--- src/rtl/seg7_scan_4digit.sv ---
// Four-digit multiplexed 7-segment driver for a common-anode display.
// One digit is shown per scan slot. Every slot starts with a dead-time window
// that suppresses ghosting. Digit data is snapshotted once per frame so the
// display never tears. Leading-zero blanking, per-digit decimal points and a
// live global enable are supported.
module seg7_scan_4digit #(
    parameter int unsigned CNT_MAX  = 49999,
    parameter int unsigned DEAD_CYC = 50
) (
    input  logic       sys_clk,
    input  logic       sys_rst_n,
    input  logic [3:0] unit,
    input  logic [3:0] ten,
    input  logic [3:0] hun,
    input  logic [3:0] tho,
    input  logic [3:0] point,
    input  logic       blank_zero,
    input  logic       seg_en,
    output logic [3:0] sel,
    output logic [7:0] seg
);

    localparam logic [19:0] CNT_MAX_V  = 20'(CNT_MAX);
    localparam logic [19:0] DEAD_CYC_V = 20'(DEAD_CYC);

    // 7-segment pattern {g,f,e,d,c,b,a}, active low; non-BCD codes show "-"
    function automatic logic [6:0] seg7_decode(input logic [3:0] dig);
        logic [6:0] pat;
        case (dig)
            4'd0:    pat = 7'h40;
            4'd1:    pat = 7'h79;
            4'd2:    pat = 7'h24;
            4'd3:    pat = 7'h30;
            4'd4:    pat = 7'h19;
            4'd5:    pat = 7'h12;
            4'd6:    pat = 7'h02;
            4'd7:    pat = 7'h78;
            4'd8:    pat = 7'h00;
            4'd9:    pat = 7'h10;
            default: pat = 7'h3F;
        endcase
        return pat;
    endfunction

    logic [19:0] cnt_r;
    logic [1:0]  idx_r;
    logic        init_r;
    logic [3:0]  snap_unit_r;
    logic [3:0]  snap_ten_r;
    logic [3:0]  snap_hun_r;
    logic [3:0]  snap_tho_r;
    logic [3:0]  snap_point_r;
    logic [3:0]  sel_r;
    logic [7:0]  seg_r;

    logic        wrap_s;
    logic        frame_end_s;
    logic [3:0]  cur_dig_s;
    logic        cur_pt_s;
    logic        blank_s;
    logic [3:0]  sel_nxt_s;
    logic [7:0]  seg_nxt_s;

    // Slot-end and frame-end strobes derived from the scan position
    always_comb begin
        wrap_s      = (cnt_r == CNT_MAX_V);
        frame_end_s = wrap_s && (idx_r == 2'd3);
    end

    // Slot counter and digit index; both keep running while the display is disabled
    always_ff @(posedge sys_clk or negedge sys_rst_n) begin
        if (!sys_rst_n) begin
            cnt_r <= 20'd0;
            idx_r <= 2'd0;
        end else if (wrap_s) begin
            cnt_r <= 20'd0;
            idx_r <= idx_r + 2'd1;
        end else begin
            cnt_r <= cnt_r + 20'd1;
            idx_r <= idx_r;
        end
    end

    // First-cycle-after-reset flag that forces an immediate snapshot
    always_ff @(posedge sys_clk or negedge sys_rst_n) begin
        if (!sys_rst_n) begin
            init_r <= 1'b1;
        end else begin
            init_r <= 1'b0;
        end
    end

    // Frame snapshot of digits and points, taken after reset and at each idx 3->0 wrap
    always_ff @(posedge sys_clk or negedge sys_rst_n) begin
        if (!sys_rst_n) begin
            snap_unit_r  <= 4'd0;
            snap_ten_r   <= 4'd0;
            snap_hun_r   <= 4'd0;
            snap_tho_r   <= 4'd0;
            snap_point_r <= 4'd0;
        end else if (init_r || frame_end_s) begin
            snap_unit_r  <= unit;
            snap_ten_r   <= ten;
            snap_hun_r   <= hun;
            snap_tho_r   <= tho;
            snap_point_r <= point;
        end else begin
            snap_unit_r  <= snap_unit_r;
            snap_ten_r   <= snap_ten_r;
            snap_hun_r   <= snap_hun_r;
            snap_tho_r   <= snap_tho_r;
            snap_point_r <= snap_point_r;
        end
    end

    // Select the active digit, apply leading-zero blanking and build the next outputs
    always_comb begin
        cur_dig_s = 4'd0;
        cur_pt_s  = 1'b0;
        blank_s   = 1'b0;
        sel_nxt_s = 4'hF;
        case (idx_r)
            2'd0: begin
                cur_dig_s = snap_unit_r;
                cur_pt_s  = snap_point_r[0];
                blank_s   = 1'b0;
                sel_nxt_s = 4'b1110;
            end
            2'd1: begin
                cur_dig_s = snap_ten_r;
                cur_pt_s  = snap_point_r[1];
                blank_s   = (snap_tho_r == 4'd0) && (snap_hun_r == 4'd0) && (snap_ten_r == 4'd0);
                sel_nxt_s = 4'b1101;
            end
            2'd2: begin
                cur_dig_s = snap_hun_r;
                cur_pt_s  = snap_point_r[2];
                blank_s   = (snap_tho_r == 4'd0) && (snap_hun_r == 4'd0);
                sel_nxt_s = 4'b1011;
            end
            2'd3: begin
                cur_dig_s = snap_tho_r;
                cur_pt_s  = snap_point_r[3];
                blank_s   = (snap_tho_r == 4'd0);
                sel_nxt_s = 4'b0111;
            end
            default: begin
                cur_dig_s = 4'd0;
                cur_pt_s  = 1'b0;
                blank_s   = 1'b0;
                sel_nxt_s = 4'hF;
            end
        endcase
        if (blank_zero && blank_s) begin
            seg_nxt_s = {~cur_pt_s, 7'h7F};
        end else begin
            seg_nxt_s = {~cur_pt_s, seg7_decode(cur_dig_s)};
        end
    end

    // Registered drive: everything off when disabled or inside the dead-time window
    always_ff @(posedge sys_clk or negedge sys_rst_n) begin
        if (!sys_rst_n) begin
            sel_r <= 4'hF;
            seg_r <= 8'hFF;
        end else if (!seg_en) begin
            sel_r <= 4'hF;
            seg_r <= 8'hFF;
        end else if (cnt_r < DEAD_CYC_V) begin
            sel_r <= 4'hF;
            seg_r <= 8'hFF;
        end else begin
            sel_r <= sel_nxt_s;
            seg_r <= seg_nxt_s;
        end
    end

    assign sel = sel_r;
    assign seg = seg_r;

endmodule

--- config.mk ---
export PLATFORM = sky130hd
export DESIGN_NAME = seg7_scan_4digit
export DESIGN_NICKNAME = d
export VERILOG_FILES = /design/src/rtl/seg7_scan_4digit.sv
export SDC_FILE = /design/constraint.sdc
export NUM_CORES = 1
export LEC_CHECK = 0
export BUFFER_PORTS_ARGS = -buffer_cell sky130_fd_sc_hd__buf_2
export CORE_MARGIN = 1.5
export CORE_UTILIZATION = 55
export DETAILED_ROUTE_END_ITERATION = 10
export MAX_ROUTING_LAYER = met4
export PLACE_DENSITY = 0.81
export SLEW_MARGIN = 30
export SYNTH_ARGS = -nofsm -noshare
export SYNTH_HDL_FRONTEND = slang
export SYNTH_SLANG_ARGS = --single-unit
export TNS_END_PERCENT = 50
--- constraint.sdc ---
create_clock -name sys_clk -period 2.19 [get_ports sys_clk]
set_input_delay 0.438 -clock sys_clk [delete_from_list [all_inputs] [get_ports sys_clk]]
set_output_delay 0.438 -clock sys_clk [all_outputs]
set_load 0.02 [all_outputs]
Yosys cells after proc, flatten, opt, wreduce, memory -nomap -nowiden:

Memories as Yosys holds them, arrays and structs flattened.
Index checks and enable logic that the tools add are counted.

* add/subtract/negate cells: 2
* magnitude comparators: 1
* equal/unequal tests: 4
* multiplexer cells: 10
* bitwise operators: 1
* reductions and logical operators: 9

Operators by type and width (number)
* 4-bit case mux with 4 select lines: 2
* 20-bit by 1-bit adder with 20-bit output, second input constant: 1
* 20-bit by 16-bit == test with 1-bit output, second input constant: 1
* 20-bit by 6-bit less-than comparator with 1-bit output, second input constant: 1
* 20-bit two-way mux: 1
* 8-bit two-way mux: 2
* 4-bit zero test: 3
* 4-bit two-way mux: 2
* 1-bit case mux with 4 select lines: 2
* 7-bit two-way mux: 1
* 2-bit == test, second input constant: 2
* 1-bit logical AND: 4
* 2-bit by 1-bit adder with 2-bit output, second input constant: 1
* 2-bit by 1-bit == test with 1-bit output, second input constant: 1
* 2-bit zero test: 1
* 1-bit logical OR: 1
* 1-bit NOT: 1

* flip-flop bits (word level): 55
* ROM bits: 112
* input bits: 24
* output and inout bits: 12
* logic and storage cells: 38
* memories kept: 1

Memories
* (name not given): words 16, bits a word 7, rd ports 1, clocked after Yosys merged registers in 0, write ports 0, line 29 `case (dig)`

Logic depth before layout (Yosys ltp):

Gate-level depths: netlist of the first run.

* depth after elaboration: 8
* mapped depth: 9

Least setup slack after synthesis of the first run:

OpenSTA, ideal clock, no wires.

* path kind: flip-flop to flip-flop
* start: register idx_r[0]
* end: register seg_r[5], in the netlist seg[5]
* setup time: 0.085 ns
* arrival time: 1.885 ns
* slack: 0.221 ns
* stages on the path, launching flop included: 9
* path buffers: 1
* period minus slack after synthesis: 1.969 ns
* path through: dfrtp_1 > ha_1 > clkbuf_1 > a222oi_1 > mux2_2 > inv_1 > ha_1 > o32ai_1 > nand2_1

* cells in the longest elaborated chain, start to end: 6
* elaborated cells between the ends (all ways): 11

RTL lines
* from (decl): line 46 `logic [1:0] idx_r;`
* from (signal assigned): line 77 `idx_r <= idx_r + 2'd1;`
* from (signal assigned): line 80 `idx_r <= idx_r;`
* 2-bit == test, or another cell as far along: line 122 `case (idx_r)`
* 4-bit case mux with 4 select lines / 1-bit case mux with 4 select lines (equally long branches): line 122
* memory read 16 x 7 bit / 1-bit logical AND (equally long branches)
* 7-bit two-way mux (*): line 154 `if (blank_zero && blank_s) begin`
* 8-bit two-way mux (*): line 169 `end else if (cnt_r < DEAD_CYC_V) begin`
* 8-bit two-way mux (*): line 166 `end else if (!seg_en) begin`
* to (signal assigned): line 174 `seg_r <= seg_nxt_s;`
* to (decl): line 54 `logic [7:0] seg_r;`

Mark *: on every way between the ends. The rest lies on a longest branch, timed or not.
A chain may end at the register's enable or synchronous reset.

Final worst setup path of the first run:

Ends and elaborated chain as after synthesis.

==> impl_metrics.json, run 1 <==
{
  "synth_mux_area_frac": 0.1234,
  "drc": 3,
  "fillers": 352,
  "worst_slew_pin_slew_ns": 0.6952,
  "drt_iter0_markers": 114,
  "drv_slew": 0,
  "synth_nets": 249,
  "synth-edff-count": 0,
  "hold_viol": 0,
  "skew_ns": 0.004999,
  "final_cells": 313,
  "syn_to_final_growth_pct": 14.74,
  "synth_compound_area_frac": 0.08017,
  "worst-path-max-fanout": 4,
  "regToRegStartpoint": "idx_r[0]$_DFFE_PN0N_",
  "violations": "DRC",
  "clk_pin_slew_worst_paths_ns": 0.09,
  "cts-root-buf": "clkbuf_8",
  "seq_area_mm2": 0.001393,
  "cp.required_ns": 2.43,
  "yosysWarnings": 0,
  "hold_ws_ns": 0.03298,
  "rows": 24,
  "avgSynthCellArea_um2": 12.01,
  "die-area_mm2": 0.005160,
  "synth_xor_area_frac": 0.06049,
  "synth_ff_type": "dfrtp_1",
  "setup_viol_count_final": 0,
  "dp_cells": 303,
  "cts_buffer_depth": 2,
  "irDropWorstVdd_mv": 0.3559,
  "n_antenna_cell": 0,
  "ys_ff_latch": 55,
  "synth_top_family_by_area": "simple AND/OR/NAND/NOR gates",
  "top_level_ports": 36,
  "drive_gt1_frac": 0.3525,
  "post-route-min-period_ns": 2.017,
  "synthAdderAreaFrac": 0.03841,
  "crit_path_end_kind": "flop",
  "grt_pass1_vias": 1779,
  "p_leak_nw": 1.370,
  "numPortBuffers": 35,
  "p_per_area_mw_per_mm2": 626.5,
  "h-tree-depth": 2,
  "ant_nets": 0,
  "crit_arrival_ns": 2.25,
  "cts_tree": "done",
  "syn_inst": 217,
  "start_util": 0.5864,
  "syn-cell-area_mm2": 0.002606,
  "status": "complete, but fails checks",
  "drtPass1Iterations": 7,
  "synthSimpleGateAreaFrac": 0.1339,
  "synth_area_leaders": "dfrtp_1, dfstp_2, mux2_4, xnor2_1, ha_1",
  "cts_inserted_buffers": 5,
  "path_class": "reg -> reg",
  "critical_path.startpoint_type": "flop",
  "grt.total_usage": 0.2162,
  "timing.final.crit_share": 0.9211,
  "wl_per_cell_um": 15.40,
  "gp_congestion": 0.8069,
  "vias": 1737,
  "startpoint": "idx_r[0]$_DFFE_PN0N_",
  "via_per_inst": 5.550,
  "synth_top_cell_area_share": 0.4033,
  "clock.fmax_mhz": 495.8,
  "clk_latency_ns": 0.31,
  "grt_max_degree": 21,
  "hold_path.class": "in -> async",
  "max-cap-violations": 0,
  "finalWirelength_um": 4820,
  "multi_input_area_mm2": 0.001155,
  "nets": 292,
  "ys_seq_area_frac": 0.5343,
  "yosysTopAreaCell": "dfrtp_1",
  "antenna_found_initial": 0,
  "grt-ovfl-total": 0,
  "grt_pass1_wl_um": 8176,
  "ys_types": 38,
  "place.detailed.hpwl_um": 3562,
  "core_mm2": 0.004444,
  "cts.sinks": 55,
  "die_height_um": 71.84,
  "async_reset_ff_frac": 1.000,
  "max-slew-margin-rel": 0.5233,
  "die_w_um": 71.84
}
==> flip-flops by register name (all words and copies together), names as in the netlist <==
signal	count
snap_point_r	4
snap_hun_r	4
cnt_r	20
snap_unit_r	4
init_r	1
idx_r	2
snap_ten_r	4
snap_tho_r	4
seg	8
sel	4
==> cell usage in the layout (no fill, tap or decap), types with 2 or more instances in the layout <==
cell,count
ha_2,2
a22oi_1,2
nor4_1,3
xnor2_1,13
nand4_1,6
nor3_1,3
and3_1,2
inv_1,7
buf_4,7
buf_2,35
dfstp_2,13
nand3_1,8
o211ai_1,3
nand2_1,22
ha_1,6
nor2_1,15
and4_1,2
nor2b_1,3
dfrtp_1,42
xor2_1,5
a21o_1,2
mux2_4,21
a222oi_1,3
clkbuf_8,7
o21ai_0,7
a21oi_1,6
==> where the power goes <==
group          switching, mW  internal, mW
clock                  0.312         0.289
sequential            0.0333          1.05
combinational         0.0837         0.101
total                  0.429          1.44
==> final timing paths <==
check,endpoint,slack [ns],depth (start not counted)
setup / recovery,seg[5]$_DFF_PN1_,0.17,8
hold / removal,cnt_r[19]$_DFF_PN0_,0.03,1
setup reg to reg,seg[5]$_DFF_PN1_,0.17,8
hold reg to reg,cnt_r[0]$_DFF_PN0_,0.50,1
max in group asynchronous,sel[2]$_DFF_PN1_,1.51,2
min in group sys_clk,snap_hun_r[1]$_DFFE_PN0P_,0.35,2
==> final cells by class <==
cell class | count | share of cell area
repair buffers | 43 | 0.08285
well taps | 52 | 0.02176
clock buffers | 8 | 0.03347
flip-flops and latches | 55 | 0.4657
inverters | 8 | 0.01004
multi-input cells | 147 | 0.3862
==> cells by family (layout without fill, tap and decap cells) <==
kind of cell | Yosys count | count (layout)
adders and majority gates | 8 | 8
and+or+nand+nor | 68 | 68
muxes | 22 | 22
AOI/OAI and AO/OA | 30 | 30
xor gates and xnor gates | 18 | 18
DFF | 55 | 55
buffers and inverters | 15 | 59
other | 1 | 1
==> critical path: stages (launching register included) <==
cell and delay (ns):
dfrtp_1 0.40, inv_2 0.07, ha_1 0.22, a222oi_1 0.41, mux2_4 0.26, inv_1 0.04, ha_1 0.18, o32ai_1 0.27
nand2_1 0.09
==> synthesized netlist by cell type, types with 2 or more instances <==
library cell / count
a21o_1: 2
xor2_1: 5
buf_6: 2
nor2b_1: 3
o211ai_1: 3
o21ai_0: 7
nand2_1: 22
and4_1: 2
nand3_1: 8
nor2_1: 15
ha_1: 8
a21oi_1: 6
dfrtp_1: 42
nor3_1: 3
dfstp_2: 13
and3_1: 2
mux2_4: 20
clkbuf_1: 4
a22oi_1: 3
xnor2_1: 13
a222oi_1: 3
nand4_1: 6
nor4_1: 3
inv_1: 8
==> metal layers <==
layer  vias up  global-route usage  share of wire
li1        844                   -              -
met1       847              0.2769           0.45
met2        38              0.3333           0.49
met3         8             0.05063          0.032
met4         0             0.08805          0.019
met5         -                   -              0
==> metrics by stage <==
step | area (um^2) | utilization | setup slack (ns) | TNS [ns] | total power, mW
floorplan | 2606 | - | 0.2210 | 0 | 1.213
global placement | 2861 | 0.6439 | 0.1847 | 0 | 1.277
detailed placement | 2861 | 0.6439 | 0.08382 | 0 | 1.288
CTS | 2962 | 0.6664 | 0.06452 | 0 | 1.885
global route | 2990 | 0.6729 | -0.02410 | -0.03156 | 1.952
finish | 2990 | 0.6729 | 0.1729 | 0 | 1.874
==> what timing repair did <==
item	in CTS	in global routing
endpoints found under the setup margin	0	7
hold buffers	0	0
gates resized for setup	0	5
setup buffers	0	2
endpoints found under the hold margin	0	0
Note: power is estimated with default switching activity, not from simulation.
==> run 2, diff against run 1 <==
BUFFER_PORTS_ARGS = default   (was -buffer_cell sky130_fd_sc_hd__buf_2)
CELL_PAD_IN_SITES_DETAIL_PLACEMENT = 1   (was default)
CELL_PAD_IN_SITES_GLOBAL_PLACEMENT = 2   (was default)
CORE_UTILIZATION = 42   (was 55)
DONT_BUFFER_PORTS = 1   (was default)
PLACE_DENSITY = 0.82   (was 0.81)
==> run 2 against run 1 <==
Against the previous run:
- the run now ends clean
- maximum frequency shrank 5.4%
- final cell count shrank 2.9%
- sequential power is essentially flat
- highest routed layer unchanged
- sequential share of layout area grew 1.3 points
- sequential cell count is the same
- clock power grew 16%
- core utilization shrank 18 points
- non-clock buffer count shrank 32
- first-iteration DRC count shrank 60%
- routed wire length grew 8.8%
- combinational power shrank 2%
==> impl_metrics.json, run 2 (synthesized netlist as in run 1, its figures left out) <==
{
  "grt.total_usage": 0.1727,
  "syn_to_final_growth_pct": 11.52,
  "swShare": 0.2260,
  "mostFrequentLayoutCell": "dfrtp_1",
  "crit_path_end": "seg[5]$_DFF_PN1_",
  "core_mm2": 0.005956,
  "cp.required_ns": 2.42,
  "grt_pass1_wl_um": 8397,
  "post-route-min-period_ns": 2.133,
  "regMostFlops": "cnt_r",
  "final_cells": 304,
  "hold_viol": 0,
  "cts_inserted_buffers": 5,
  "irDropWorstVdd_mv": 0.3417,
  "path_class": "reg -> reg",
  "finalWirelength_um": 5243,
  "critical_path.startpoint_type": "flop",
  "grt_pass1_vias": 1694,
  "comb_power_share": 0.091,
  "p_switching_uw": 444.4,
  "rows": 28,
  "vias": 1656,
  "largest_reg_flops": 20,
  "place.detailed.hpwl_um": 3675,
  "clock.fmax_mhz": 468.9,
  "final_cell_area_mm2": 0.002907,
  "cts.sinks": 55,
  "clkPwrFrac": 0.356,
  "drv_slew": 0,
  "crit_arrival_ns": 2.36,
  "pwr-share-seq": 0.553,
  "grt_max_degree": 56,
  "hold_path.class": "in -> reg",
  "status": "complete, no violations",
  "nets": 260,
  "skew_ns": 0.01114,
  "die-area_mm2": 0.006687,
  "r2r_slack_ns": 0.06,
  "p_per_area_mw_per_mm2": 676.5,
  "p_leak_nw": 1.275,
  "top_level_ports": 36,
  "regToRegStartpoint": "idx_r[0]$_DFFE_PN0N_",
  "hold_ws_ns": 0.2741,
  "clk_pin_slew_worst_paths_ns": 0.10,
  "dp_cells": 291,
  "clk_latency_ns": 0.30,
  "worst-path-max-fanout": 5,
  "n_antenna_cell": 0,
  "max-cap-violations": 0,
  "worstReg2RegEnd": "seg[5]$_DFF_PN1_",
  "p_int_mw": 1.522,
  "worst_slew_pin_slew_ns": 0.5073,
  "rr_worst_depth": 9,
  "cts-root-buf": "clkbuf_8",
  "drtPass1Iterations": 4,
  "die_height_um": 81.78,
  "final_cell_mix": "dfrtp_1, nand2_1, mux2_4",
  "h-tree-depth": 2,
  "ant_nets": 0,
  "gp_congestion": 0.7755,
  "final_core_util": 0.4880,
  "max-slew-margin-rel": 0.6611,
  "drt_iter0_markers": 46,
  "die_w_um": 81.78,
  "cts_tree": "done",
  "wl_per_cell_um": 17.25,
  "start_util": 0.4376,
  "via_per_inst": 5.447,
  "drive_gt1_frac": 0.2620,
  "crit_path_end_kind": "flop",
  "antenna_found_initial": 0,
  "place_area_mm2": 0.002715,
  "drc": 0,
  "cts_buffer_depth": 2,
  "timing.final.crit_share": 0.9738,
  "fillers": 637,
  "numPortBuffers": 0,
  "startpoint": "idx_r[0]$_DFFE_PN0N_",
  "grt-ovfl-total": 0,
  "setup_viol_count_final": 0
}
[run 2: stage by stage]
step | power, mW | TNS, ns | setup WS [ns]
2_1_floorplan | 1.213 | 0 | 0.2210
3_3_place_gp | 1.244 | 0 | 0.1960
3_5_place_dp | 1.248 | 0 | 0.05165
4_1_cts | 1.987 | 0 | 0.02927
5_1_grt | 2.063 | -0.1241 | -0.06068
6_report | 1.966 | 0 | 0.05747
[run 2: worst min-delay path by stage]
| stage | start | to | slack [ns] | depth (start not counted) |
|---|---|---|---|---|
| 3_5_place_dp | sys_rst_n | cnt_r[10]$_DFF_PN0_ | 0.14 | 0 |
| 6_report | hun[0] | snap_hun_r[0]$_DFFE_PN0P_ | 0.27 | 1 |
| 5_1_grt | tho[0] | snap_tho_r[0]$_DFFE_PN0P_ | 0.25 | 1 |
| 4_1_cts | tho[0] | snap_tho_r[0]$_DFFE_PN0P_ | 0.26 | 1 |
| 2_1_floorplan | sys_rst_n | cnt_r[0]$_DFF_PN0_ | 0.14 | 0 |
| 3_3_place_gp | sys_rst_n | cnt_r[10]$_DFF_PN0_ | 0.14 | 0 |
[run 2: metal layers]
layer,track usage,vias up,share of wire
li1,-,787,-
met2,0.2525,35,0.47
met5,-,-,0
met1,0.2368,832,0.49
met4,0.05254,0,0.0061
met3,0.04222,2,0.037
[run 2: cell type report]
class | instances | area [um^2] | share of cell area
Inverter | 8 | 30.03 | 0.01033
Tap cell | 75 | 93.84 | 0.03229
Timing Repair Buffer | 11 | 117.6 | 0.04046
Clock inverter | 2 | 35.03 | 0.01205
Sequential cell | 55 | 1393 | 0.4791
Multi-Input combinational cell | 147 | 1155 | 0.3973
Clock buffer | 6 | 82.58 | 0.02841
[run 2: power by group through the flow]
stage | Clock [mW] | Combinational [mW] | Sequential (mW)
floorplan | 0 | 0.120 | 1.09
global placement | 0 | 0.139 | 1.11
detailed placement | 0 | 0.143 | 1.11
CTS | 0.728 | 0.172 | 1.09
global route | 0.770 | 0.200 | 1.09
finish | 0.699 | 0.180 | 1.09
[run 2: timing repair]
| item | 4_1_cts | 5_1_grt |
|---|---|---|
| hold endpoints to repair | 55 | 0 |
| setup endpoints to repair | 0 | 7 |
| hold buffers | 2 | 0 |
| gates resized for setup | 0 | 5 |
| setup buffers | 0 | 3 |
[run 2: critical path: stages, from the launching register on]
cell      delay, ns
dfrtp_1        0.41
inv_2          0.07
ha_1           0.22
a222oi_1       0.34
buf_4          0.19
mux2_2         0.20
inv_1          0.05
ha_1           0.20
o32ai_2        0.27
nand2_1        0.09
